===== config.mk =====
export PLATFORM = sky130hd
export DESIGN_NAME = halton_seq_ctrl_flat
export DESIGN_NICKNAME = d
export VERILOG_FILES = /design/src/rtl/halton_seq_pkg.sv /design/src/rtl/halton_seq_ctrl_if.sv /design/src/rtl/halton_seq_obuf.sv /design/src/rtl/halton_seq_ctrl.sv /design/src/flat_wrapper.sv
export SDC_FILE = /design/constraint.sdc
export NUM_CORES = 1
export LEC_CHECK = 0
export BUFFER_PORTS_ARGS = -buffer_cell sky130_fd_sc_hd__buf_2
export CORE_MARGIN = 2
export CORE_UTILIZATION = 50
export DETAILED_ROUTE_END_ITERATION = 12
export PLACE_DENSITY = 0.75
export REMOVE_ABC_BUFFERS = 1
export SLEW_MARGIN = 0
export SYNTH_ARGS = -nofsm -noshare
export SYNTH_HDL_FRONTEND = slang
export SYNTH_SLANG_ARGS = --single-unit

===== constraint.sdc =====
create_clock -name clk -period 2.18 [get_ports clk]
set_input_delay 0.436 -clock clk [delete_from_list [all_inputs] [get_ports clk]]
set_output_delay 0.436 -clock clk [all_outputs]
set_load 0.01 [all_outputs]

===== src/rtl/halton_seq_pkg.sv =====
// Shared types and constants for the Halton sequencing controller.
package halton_seq_pkg;

   typedef enum logic [1:0] {
      ST_IDLE  = 2'd0,
      ST_ISSUE = 2'd1,
      ST_WAIT  = 2'd2,
      ST_OUT   = 2'd3
   } state_t;

   localparam logic [1:0] BASE_SEL_2    = 2'b00;
   localparam logic [1:0] BASE_SEL_3    = 2'b01;
   localparam logic [1:0] BASE_SEL_7    = 2'b10;
   localparam logic [1:0] BASE_SEL_RSVD = 2'b11;

   // Fraction bits of the 16.16 result format.
   localparam int unsigned FRAC_W = 16;

   function automatic logic base_sel_ok(input logic [1:0] sel);
      return sel != BASE_SEL_RSVD;
   endfunction

endpackage


===== src/rtl/halton_seq_ctrl_if.sv =====
// Generator handshake and output point stream of halton_seq_ctrl.
interface halton_seq_ctrl_if #(
   parameter int unsigned DATA_W = 32,
   parameter int unsigned K_W    = 32
);
   logic              gen_start;
   logic [K_W-1:0]    gen_k;
   logic [1:0]        gen_base0_sel;
   logic [1:0]        gen_base1_sel;
   logic              gen_ready;
   logic              gen_done;
   logic [DATA_W-1:0] gen_result_x;
   logic [DATA_W-1:0] gen_result_y;

   logic              out_valid;
   logic              out_ready;
   logic [DATA_W-1:0] out_x;
   logic [DATA_W-1:0] out_y;
   logic [K_W-1:0]    out_k;
   logic              out_last;

   modport master (
      output gen_start, gen_k, gen_base0_sel, gen_base1_sel,
      input  gen_ready, gen_done, gen_result_x, gen_result_y,
      output out_valid, out_x, out_y, out_k, out_last,
      input  out_ready
   );

   modport slave (
      input  gen_start, gen_k, gen_base0_sel, gen_base1_sel,
      output gen_ready, gen_done, gen_result_x, gen_result_y,
      input  out_valid, out_x, out_y, out_k, out_last,
      output out_ready
   );
endinterface


===== src/rtl/halton_seq_obuf.sv =====
// Registered valid/ready output buffer of DEPTH (1 or 2) entries; the head
// register drives the stream directly. Push has no backpressure: the writer
// guarantees space.
module halton_seq_obuf #(
   parameter int unsigned W     = 97,
   parameter int unsigned DEPTH = 2
) (
   input  logic         clk,
   input  logic         rst_n,
   input  logic         flush,
   input  logic         push,
   input  logic [W-1:0] push_data,
   output logic         out_valid,
   input  logic         out_ready,
   output logic [W-1:0] out_data,
   output logic [1:0]   count
);
   logic         head_v, tail_v;
   logic [W-1:0] head_d, tail_d;
   logic         pop;

   assign pop       = head_v & out_ready;
   assign out_valid = head_v;
   assign out_data  = head_d;
   assign count     = {1'b0, head_v} + {1'b0, tail_v};

   always_ff @(posedge clk or negedge rst_n) begin
      if (!rst_n) begin
         head_v <= 1'b0;
         tail_v <= 1'b0;
         head_d <= '0;
         tail_d <= '0;
      end else if (flush) begin
         head_v <= 1'b0;
         tail_v <= 1'b0;
      end else if (pop) begin
         if (tail_v) begin
            head_d <= tail_d;
            tail_v <= push;
            if (push) tail_d <= push_data;
         end else begin
            head_v <= push;
            if (push) head_d <= push_data;
         end
      end else if (!head_v) begin
         head_v <= push;
         if (push) head_d <= push_data;
      end else if (push && DEPTH > 1) begin
         tail_v <= 1'b1;
         tail_d <= push_data;
      end
   end
endmodule


===== src/rtl/halton_seq_ctrl.sv =====
// Run sequencer for the Halton point generator.
// Define HALTON_SEQ_PREFETCH_EN for a 2-entry output buffer with overlapped issue.
module halton_seq_ctrl
   import halton_seq_pkg::*;
#(
   parameter int unsigned DATA_W = 32,
   parameter int unsigned K_W    = 32
) (
   input  logic             clk,
   input  logic             rst_n,
   input  logic             cfg_start,
   input  logic             cfg_abort,
   input  logic [K_W-1:0]   cfg_k_first,
   input  logic [K_W-1:0]   cfg_count,
   input  logic [1:0]       cfg_base0_sel,
   input  logic [1:0]       cfg_base1_sel,
   output logic             busy,
   output logic             seq_done,
   output logic             cfg_err,
   halton_seq_ctrl_if.master bus
);
`ifdef HALTON_SEQ_PREFETCH_EN
   localparam int unsigned OBUF_DEPTH = 2;
`else
   localparam int unsigned OBUF_DEPTH = 1;
`endif
   localparam int unsigned PW = 2 * DATA_W + K_W + 1;

   state_t         state;
   logic [K_W-1:0] iss_left;
   logic           push_v;
   logic [PW-1:0]  push_d;
   logic [PW-1:0]  obuf_data;
   logic [1:0]     obuf_cnt;
   logic           space;
   logic           xfer;

   // An in-flight push still occupies a slot until the buffer registers it.
   assign space = (32'(obuf_cnt) + 32'(push_v)) < OBUF_DEPTH;
   assign xfer  = bus.out_valid & bus.out_ready;

   always_ff @(posedge clk or negedge rst_n) begin
      if (!rst_n) begin
         state             <= ST_IDLE;
         busy              <= 1'b0;
         seq_done          <= 1'b0;
         cfg_err           <= 1'b0;
         bus.gen_start     <= 1'b0;
         bus.gen_k         <= '0;
         bus.gen_base0_sel <= '0;
         bus.gen_base1_sel <= '0;
         iss_left          <= '0;
         push_v            <= 1'b0;
         push_d            <= '0;
      end else begin
         seq_done      <= 1'b0;
         cfg_err       <= 1'b0;
         bus.gen_start <= 1'b0;
         push_v        <= 1'b0;
         if (cfg_abort) begin
            state <= ST_IDLE;
            busy  <= 1'b0;
         end else begin
            unique case (state)
               ST_IDLE: begin
                  if (cfg_start) begin
                     if (!base_sel_ok(cfg_base0_sel) || !base_sel_ok(cfg_base1_sel)) begin
                        cfg_err <= 1'b1;
                     end else if (cfg_count == '0) begin
                        seq_done <= 1'b1;
                     end else begin
                        bus.gen_base0_sel <= cfg_base0_sel;
                        bus.gen_base1_sel <= cfg_base1_sel;
                        bus.gen_k         <= cfg_k_first;
                        iss_left          <= cfg_count;
                        busy              <= 1'b1;
                        state             <= ST_ISSUE;
                     end
                  end
               end
               ST_ISSUE: begin
                  if (bus.gen_ready && space) begin
                     bus.gen_start <= 1'b1;
                     state         <= ST_WAIT;
                  end
               end
               ST_WAIT: begin
                  // Done may still be high from the previous point while start is out.
                  if (!bus.gen_start && bus.gen_done) begin
                     push_v    <= 1'b1;
                     push_d    <= {bus.gen_result_x, bus.gen_result_y, bus.gen_k,
                                   iss_left == K_W'(1)};
                     iss_left  <= iss_left - K_W'(1);
                     bus.gen_k <= bus.gen_k + K_W'(1);
                     state     <= (OBUF_DEPTH > 1 && iss_left != K_W'(1)) ? ST_ISSUE : ST_OUT;
                  end
               end
               ST_OUT: begin
                  if (xfer) begin
                     if (bus.out_last) begin
                        seq_done <= 1'b1;
                        busy     <= 1'b0;
                        state    <= ST_IDLE;
                     end else if (iss_left != '0) begin
                        state <= ST_ISSUE;
                     end
                  end
               end
               default: state <= ST_IDLE;
            endcase
         end
      end
   end

   halton_seq_obuf #(
      .W     (PW),
      .DEPTH (OBUF_DEPTH)
   ) u_obuf (
      .clk       (clk),
      .rst_n     (rst_n),
      .flush     (cfg_abort),
      .push      (push_v),
      .push_data (push_d),
      .out_valid (bus.out_valid),
      .out_ready (bus.out_ready),
      .out_data  (obuf_data),
      .count     (obuf_cnt)
   );

   assign {bus.out_x, bus.out_y, bus.out_k, bus.out_last} = obuf_data;

endmodule

===== src/flat_wrapper.sv =====
// flat-port wrapper written by rule: the top's interface ports become plain ports
module halton_seq_ctrl_flat import halton_seq_pkg::*;
#(
   parameter int unsigned DATA_W = 32,
   parameter int unsigned K_W    = 32
)
  (clk, rst_n, cfg_start, cfg_abort, cfg_k_first, cfg_count, cfg_base0_sel, cfg_base1_sel, busy, seq_done, cfg_err, bus_gen_start, bus_gen_k, bus_gen_base0_sel, bus_gen_base1_sel, bus_gen_ready, bus_gen_done, bus_gen_result_x, bus_gen_result_y, bus_out_valid, bus_out_x, bus_out_y, bus_out_k, bus_out_last, bus_out_ready);
  halton_seq_ctrl_if #(.DATA_W(DATA_W), .K_W(K_W)) bus_i ();
  input  logic clk;
  input  logic rst_n;
  input  logic cfg_start;
  input  logic cfg_abort;
  input  logic [K_W-1:0] cfg_k_first;
  input  logic [K_W-1:0] cfg_count;
  input  logic [1:0] cfg_base0_sel;
  input  logic [1:0] cfg_base1_sel;
  output logic busy;
  output logic seq_done;
  output logic cfg_err;
  output wire logic [$bits(bus_i.gen_start)-1:0] bus_gen_start;
  output wire logic [$bits(bus_i.gen_k)-1:0] bus_gen_k;
  output wire logic [$bits(bus_i.gen_base0_sel)-1:0] bus_gen_base0_sel;
  output wire logic [$bits(bus_i.gen_base1_sel)-1:0] bus_gen_base1_sel;
  input wire logic [$bits(bus_i.gen_ready)-1:0] bus_gen_ready;
  input wire logic [$bits(bus_i.gen_done)-1:0] bus_gen_done;
  input wire logic [$bits(bus_i.gen_result_x)-1:0] bus_gen_result_x;
  input wire logic [$bits(bus_i.gen_result_y)-1:0] bus_gen_result_y;
  output wire logic [$bits(bus_i.out_valid)-1:0] bus_out_valid;
  output wire logic [$bits(bus_i.out_x)-1:0] bus_out_x;
  output wire logic [$bits(bus_i.out_y)-1:0] bus_out_y;
  output wire logic [$bits(bus_i.out_k)-1:0] bus_out_k;
  output wire logic [$bits(bus_i.out_last)-1:0] bus_out_last;
  input wire logic [$bits(bus_i.out_ready)-1:0] bus_out_ready;
  assign bus_gen_start = bus_i.gen_start;
  assign bus_gen_k = bus_i.gen_k;
  assign bus_gen_base0_sel = bus_i.gen_base0_sel;
  assign bus_gen_base1_sel = bus_i.gen_base1_sel;
  assign bus_i.gen_ready = bus_gen_ready;
  assign bus_i.gen_done = bus_gen_done;
  assign bus_i.gen_result_x = bus_gen_result_x;
  assign bus_i.gen_result_y = bus_gen_result_y;
  assign bus_out_valid = bus_i.out_valid;
  assign bus_out_x = bus_i.out_x;
  assign bus_out_y = bus_i.out_y;
  assign bus_out_k = bus_i.out_k;
  assign bus_out_last = bus_i.out_last;
  assign bus_i.out_ready = bus_out_ready;
  halton_seq_ctrl #(.DATA_W(DATA_W), .K_W(K_W)) u_core (.clk(clk), .rst_n(rst_n), .cfg_start(cfg_start), .cfg_abort(cfg_abort), .cfg_k_first(cfg_k_first), .cfg_count(cfg_count), .cfg_base0_sel(cfg_base0_sel), .cfg_base1_sel(cfg_base1_sel), .busy(busy), .seq_done(seq_done), .cfg_err(cfg_err), .bus(bus_i));
endmodule

Word-level counts from Yosys, hierarchy flattened
Cells that the tools add are included.
W data, S select, Z words.
{"block": "op_classes", "addsub": 4, "order_cmp": 1, "n_eq_ne": 20, "n_mux": 55, "bitwise": 4, "n_reduce_logical": 19}
{"cell": "$mux W97", "n": 4}
{"cell": "$mux W32", "n": 8}
{"cell": "$pmux W32 S2", "n": 2}
{"cell": "$add A32 B1 Y32 const B", "n": 1}
{"cell": "$eq A32 B1 Y1 const B", "n": 1}
{"cell": "$logic_not A32 Y1", "n": 1}
{"cell": "$lt A32 B1 Y1 const B", "n": 1}
{"cell": "$reduce_bool A32 Y1", "n": 1}
{"cell": "$sub A32 B1 Y32 const B", "n": 1}
{"cell": "$mux W1", "n": 29}
{"cell": "$mux W2", "n": 9}
{"cell": "$ne A3 B3 Y1 const B", "n": 6}
{"cell": "$reduce_and A6 Y1", "n": 2}
{"cell": "$ne A2 B2 Y1 const B", "n": 5}
{"cell": "$pmux W2 S4", "n": 1}
{"cell": "$reduce_and A7 Y1", "n": 1}
{"cell": "$ne A3 B2 Y1 const B", "n": 2}
{"cell": "$reduce_and A5 Y1", "n": 1}
{"cell": "$eq A2 B2 Y1 const B", "n": 2}
{"cell": "$ne A2 B1 Y1 const B", "n": 2}
{"cell": "$ne A4 B3 Y1 const B", "n": 1}
{"cell": "$pmux W1 S2", "n": 2}
{"cell": "$reduce_and A4 Y1", "n": 1}
{"cell": "$reduce_bool A2 Y1", "n": 2}
{"cell": "other kinds (12)", "n": 17}
{"block": "totals", "register_bits": 368, "input_bits": 139, "output_inout_bits": 138, "word_cells": 118}

Logic depth before layout (Yosys ltp)
{"block": "logic_depth", "word_depth": 7, "ltp_mapped": 11, "mapped_depth_nobuf": 8}

By module
A second synthesis with hierarchy kept.
{"block": "hier_totals", "cells_unflattened": 1540, "area_unflattened_um2": 17126.4}
{"mod": "halton_seq_obuf", "instances": 1, "cells_each": 780, "area_each_um2": 8792.2, "seq_area_each_um2": 4904.7}
{"mod": "halton_seq_ctrl", "instances": 1, "cells_each": 760, "area_each_um2": 8334.2, "seq_area_each_um2": 4304.1}

Least setup slack after synthesis
OpenSTA, ideal clock, no wires.
{"block": "synth_path", "kind": "register to register", "start": "reg u_core.state[0]", "end": "reg u_core.bus.gen_k[22]", "setup_ps": 69, "arrival_ps": 2139, "required_ps": 2111, "setup_slack_ps": -28, "stages_incl_launch_ff": 12, "path_buffers": 3, "period_less_slack_ps": 2208, "path_cell_list": "dfrtp_1 > inv_1 > ha_1 > clkbuf_1 > nand2b_1 > or2_2 > nor2_1 > a21o_1 > buf_6 > clkbuf_1 > nand4b_1 > nand3_1"}
{"block": "synth_via", "elab_chain_len": 3, "elab_cells_between_ends": 9, "classes_between": "5 x eq/ne; 1 x mux; 3 x reduce/logical"}
{"item": "from (decl)", "line_no": "halton_seq_ctrl.sv:29", "rtl": "state_t state;"}
{"item": "from (signal assigned)", "line_no": "halton_seq_ctrl.sv:95", "rtl": "state <= (OBUF_DEPTH > 1 && iss_left != K_W'(1)) ? ST_ISSUE : ST_OUT;"}
{"item": "$eq A2 B2 Y1 / $logic_not A2 Y1 (equally long branches)", "line_no": "halton_seq_ctrl.sv:64", "rtl": "unique case (state)"}
{"item": "$ne A2 B1 Y1 (no source line) (tied with other cells)"}
{"item": "$reduce_and A6 Y1 (no source line)"}
{"item": "to (signal assigned)", "line_no": "halton_seq_ctrl.sv:74", "rtl": "bus.gen_k <= cfg_k_first;"}
{"item": "to (signal assigned)", "line_no": "halton_seq_ctrl.sv:94", "rtl": "bus.gen_k <= bus.gen_k + K_W'(1);"}
{"item": "to (decl)", "line_no": "halton_seq_ctrl_if.sv:23", "rtl": "output gen_start, gen_k, gen_base0_sel, gen_base1_sel,"}
Parallel ways exist; a longest one is shown, timed or not.
A chain may end at the register's enable or synchronous reset.

Worst setup path in the final report
{"block": "layout_path", "start": "reg u_core.iss_left[18]", "end": "reg u_core.iss_left[23]"}
{"block": "layout_via", "elab_chain_len": 3}
{"item": "from (decl)", "line_no": "halton_seq_ctrl.sv:30", "rtl": "logic [K_W-1:0] iss_left;"}
{"item": "from (signal assigned)", "line_no": "halton_seq_ctrl.sv:75", "rtl": "iss_left <= cfg_count;"}
{"item": "from (signal assigned)", "line_no": "halton_seq_ctrl.sv:93", "rtl": "iss_left <= iss_left - K_W'(1);"}
{"item": "$sub A32 B1 Y32", "line_no": "halton_seq_ctrl.sv:93"}
{"item": "$mux W32", "line_no": "halton_seq_ctrl.sv:89", "rtl": "if (!bus.gen_start && bus.gen_done) begin"}
{"item": "$pmux W32 S2", "line_no": "halton_seq_ctrl.sv:64"}
Every way passes these cells. The select of a mux whose other input is x is not followed.

==> out/results.ini <==
[worst_setup_path]
cp_max_fo = 3
arrival_ps = 2570
required_ps = 2630
timing.rr.start = u_core.iss_left[18]
setup.worst_path.end_class = flip-flop
startpoint = u_core.iss_left[18]
critPathLaunchType = flip-flop
criticalPathCategory = flip-flop to flip-flop

[power_and_ir_drop]
p_clk_share_pct = 26.0
ir_drop_v = 0.000593
comb_power_share_pct = 30.7
leakage_uw = 0.0101
p_seq_share_pct = 43.4
swShare_pct = 35.5
cell_internal_pwr_uw = 16500
p_per_area_nw_per_um2 = 1250
switchingPower_uw = 9050

[synth]
yosys_most_used_dff = dfrtp_1
synth_top_cell_by_area = dfrtp_1
synth_area_per_cell_um2 = 9.88
synth_common_cells = dfrtp_1, nand2_1, nor2_1
ys_seq_elements = 368
ys_top_cells_by_area = dfrtp_1, nand2_1, mux2_2
synth.distinct_cells = 63
yosysMostFrequentCell = dfrtp_1
synth_edf_count = 0
ys_seq_area_share_pct = 57.1
synth_cells = 1632
yosys_warnings = 0
synth_top_area_share_pct = 57.1
async_reset_ff_share_pct = 100
syn-cell-area_um2 = 16100

[hold_path]
min_from = bus_gen_result_y[1]
hold_path_class = primary input to flip-flop

[routing]
drt_pass1_iterations = 5
viasPerCell = 5.84
vias = 14100
wl_um = 47300
antenna_left = 0
drc = 0
post_drt_wl_per_cell_um = 19.6
drtIter0Drc = 936

[cells_and_area]
drive_gt1_share_pct = 30.9
design_area_um2 = 20400
area_growth_pct = 26.7
instances_no_fill = 2414
final_util_pct = 64.6
layout.nets = 2125

[global_route]
grt_pass1_vias = 13900
grt_max_degree = 102
gr-total-overflow = 0
grt_pass1_wl_um = 74300
gr-usage-all-layers_pct = 27.6
antenna_found_initial = 9

[clock_network]
cts_tree = done
clock-root-buffer = clkbuf_16
clock-sinks = 368
cts_max_level = 2
cts_max_path_buffers = 3
cts.clk_slew.worst_paths_ps = 60
cts_buffers = 40
clk_latency_ps = 520

[sta]
hold_violations = 0
worst_slew_pin_slew_ps = 793
grt_setup_unrepaired = yes
clock_skew_ps = 7.91
finalWorstSetupSlack_ps = 58.7
setup_violations = 0
setup_tns_ps = 0
slew_headroom_pct = 47.1
slew_viol_final = 0
finalCriticalPeriod_ps = 2120
fin_crit_sh_pct = 97.3
timing.fmax_mhz = 471

[place]
place_area_um2 = 18800
gp_congestion = 0.869
post-place-cells = 2324
io_buffers = 276
pre_cts_ws_ps = -378
hpwl_um = 29700

[die]
io_pins = 277
die_x_um = 184
dieArea_um2 = 33700
die_h_um = 184
start_util_pct = 51.0
core_area_um2 = 31600
core.rowCount = 65

[run_status]
status = complete, no violations

[flow_run]
maxCapViolCount = 0

[final cells by class]
type / instances / area [um^2]
well taps: 402 / 503
fillers: 2525 / 11200
repair buffers: 411 / 2710
clock buffers: 63 / 1200
clock inverters: 9 / 96.3
inverters: 17 / 66.3
multi-input cells: 1138 / 6640
diodes: 6 / 15.0
flip-flops and latches: 368 / 9210
[through the flow]
step / power [uW] / hold WS, ps
2_1_floorplan: 14800 / 140
3_3_place_gp: 18100 / 421
3_5_place_dp: 18500 / 426
4_1_cts: 25300 / 78.8
5_1_grt: 27000 / 101
6_report: 25500 / 99.8
[flip-flops by register name, summed over array words and instances, names as in the netlist]
signal / cells
u_core.u_obuf.out_data: 97
u_core.bus.gen_base0_sel: 2
u_core.bus.gen_start: 1
u_core.push_d: 97
u_core.bus.gen_k: 32
u_core.u_obuf.out_valid: 1
u_core.seq_done: 1
u_core.u_obuf.tail_d: 97
u_core.iss_left: 32
u_core.push_v: 1
u_core.busy: 1
u_core.state: 2
u_core.u_obuf.tail_v: 1
u_core.bus.gen_base1_sel: 2
u_core.cfg_err: 1
[final timing paths]
check / end / slack, ps / cells past startpoint
setup / recovery: u_core.iss_left[23] / 60 / 7
hold / removal: u_core.push_d[34] / 100 / 3
setup reg to reg: u_core.iss_left[23] / 60 / 7
hold reg to reg: u_core.push_d[60] / 500 / 2
max in group asynchronous: u_core.u_obuf.out_data[62] / 970 / 3
min in group asynchronous: u_core.u_obuf.tail_d[61] / 450 / 2
[placed cells by master (no fill, tap or decap), drive strengths merged, types with 6 or more instances in the layout]
cell    instances
a21oi         140
a311oi          6
a31oi           9
a32oi           7
and2            6
and3           11
buf           408
clkbuf         64
dfrtp         368
diode           6
ha              9
inv            19
mux2          101
nand2         361
nand2b         10
nand3          25
nand4          13
nor2          146
nor3           35
nor4           17
o21ai          33
o22a            9
o22ai         112
o311ai          6
o32ai           7
or3             7
or4            11
[metal layers]
metal | GRT usage (%) | share of wire, % | vias up | wire, um
met1 | 37.2 | 42 | 6964 | 19800
met2 | 45.1 | 48 | 564 | 22700
met4 | 9.34 | 2.7 | 6 | 1280
met5 | 0 | 0.091 | - | 43
li1 | - | - | 6454 | -
met3 | 5.19 | 7.3 | 102 | 3440
[kinds of logic (layout without fill, tap and decap cells)]
group,count (synthesis),count (layout),synth area share (%)
AO/OA/AOI/OAI,364,364,13.8
adder cells (fa/ha/maj),10,10,0.822
buffers and inverters,126,500,3.30
flip-flops,368,368,57.1
multiplexers,106,106,7.36
other,0,6,0
AND/OR/NAND/NOR,658,658,17.6
[power groups by stage]
| stage | Combinational [uW] | Clock (uW) | Sequential (uW) |
|---|---|---|---|
| after global placement | 7240 | 0 | 10900 |
| final | 7820 | 6620 | 11100 |
| after floorplan | 3360 | 0 | 11400 |
| after CTS | 7600 | 6730 | 11000 |
| after global routing | 8650 | 7030 | 11300 |
| after detailed placement | 7480 | 0 | 11100 |
[worst max-delay path, stage by stage (launching register included)]
cell and delay [ps]:
dfrtp_1 410, buf_4 160, nor4_2 240, buf_4 150, nand2b_1 60, or4_1 510
or4_1 420, nand3_1 100
[what timing repair did]
action	in CTS	in global routing
gates cloned	1	1
buffers inserted	1	8
pin swaps	2	7
setup endpoints to repair	17	114
resized for setup	6	38
hold endpoints to repair	50	0
hold buffers	1	0
No activity file was read; power rests on OpenSTA's default activity.
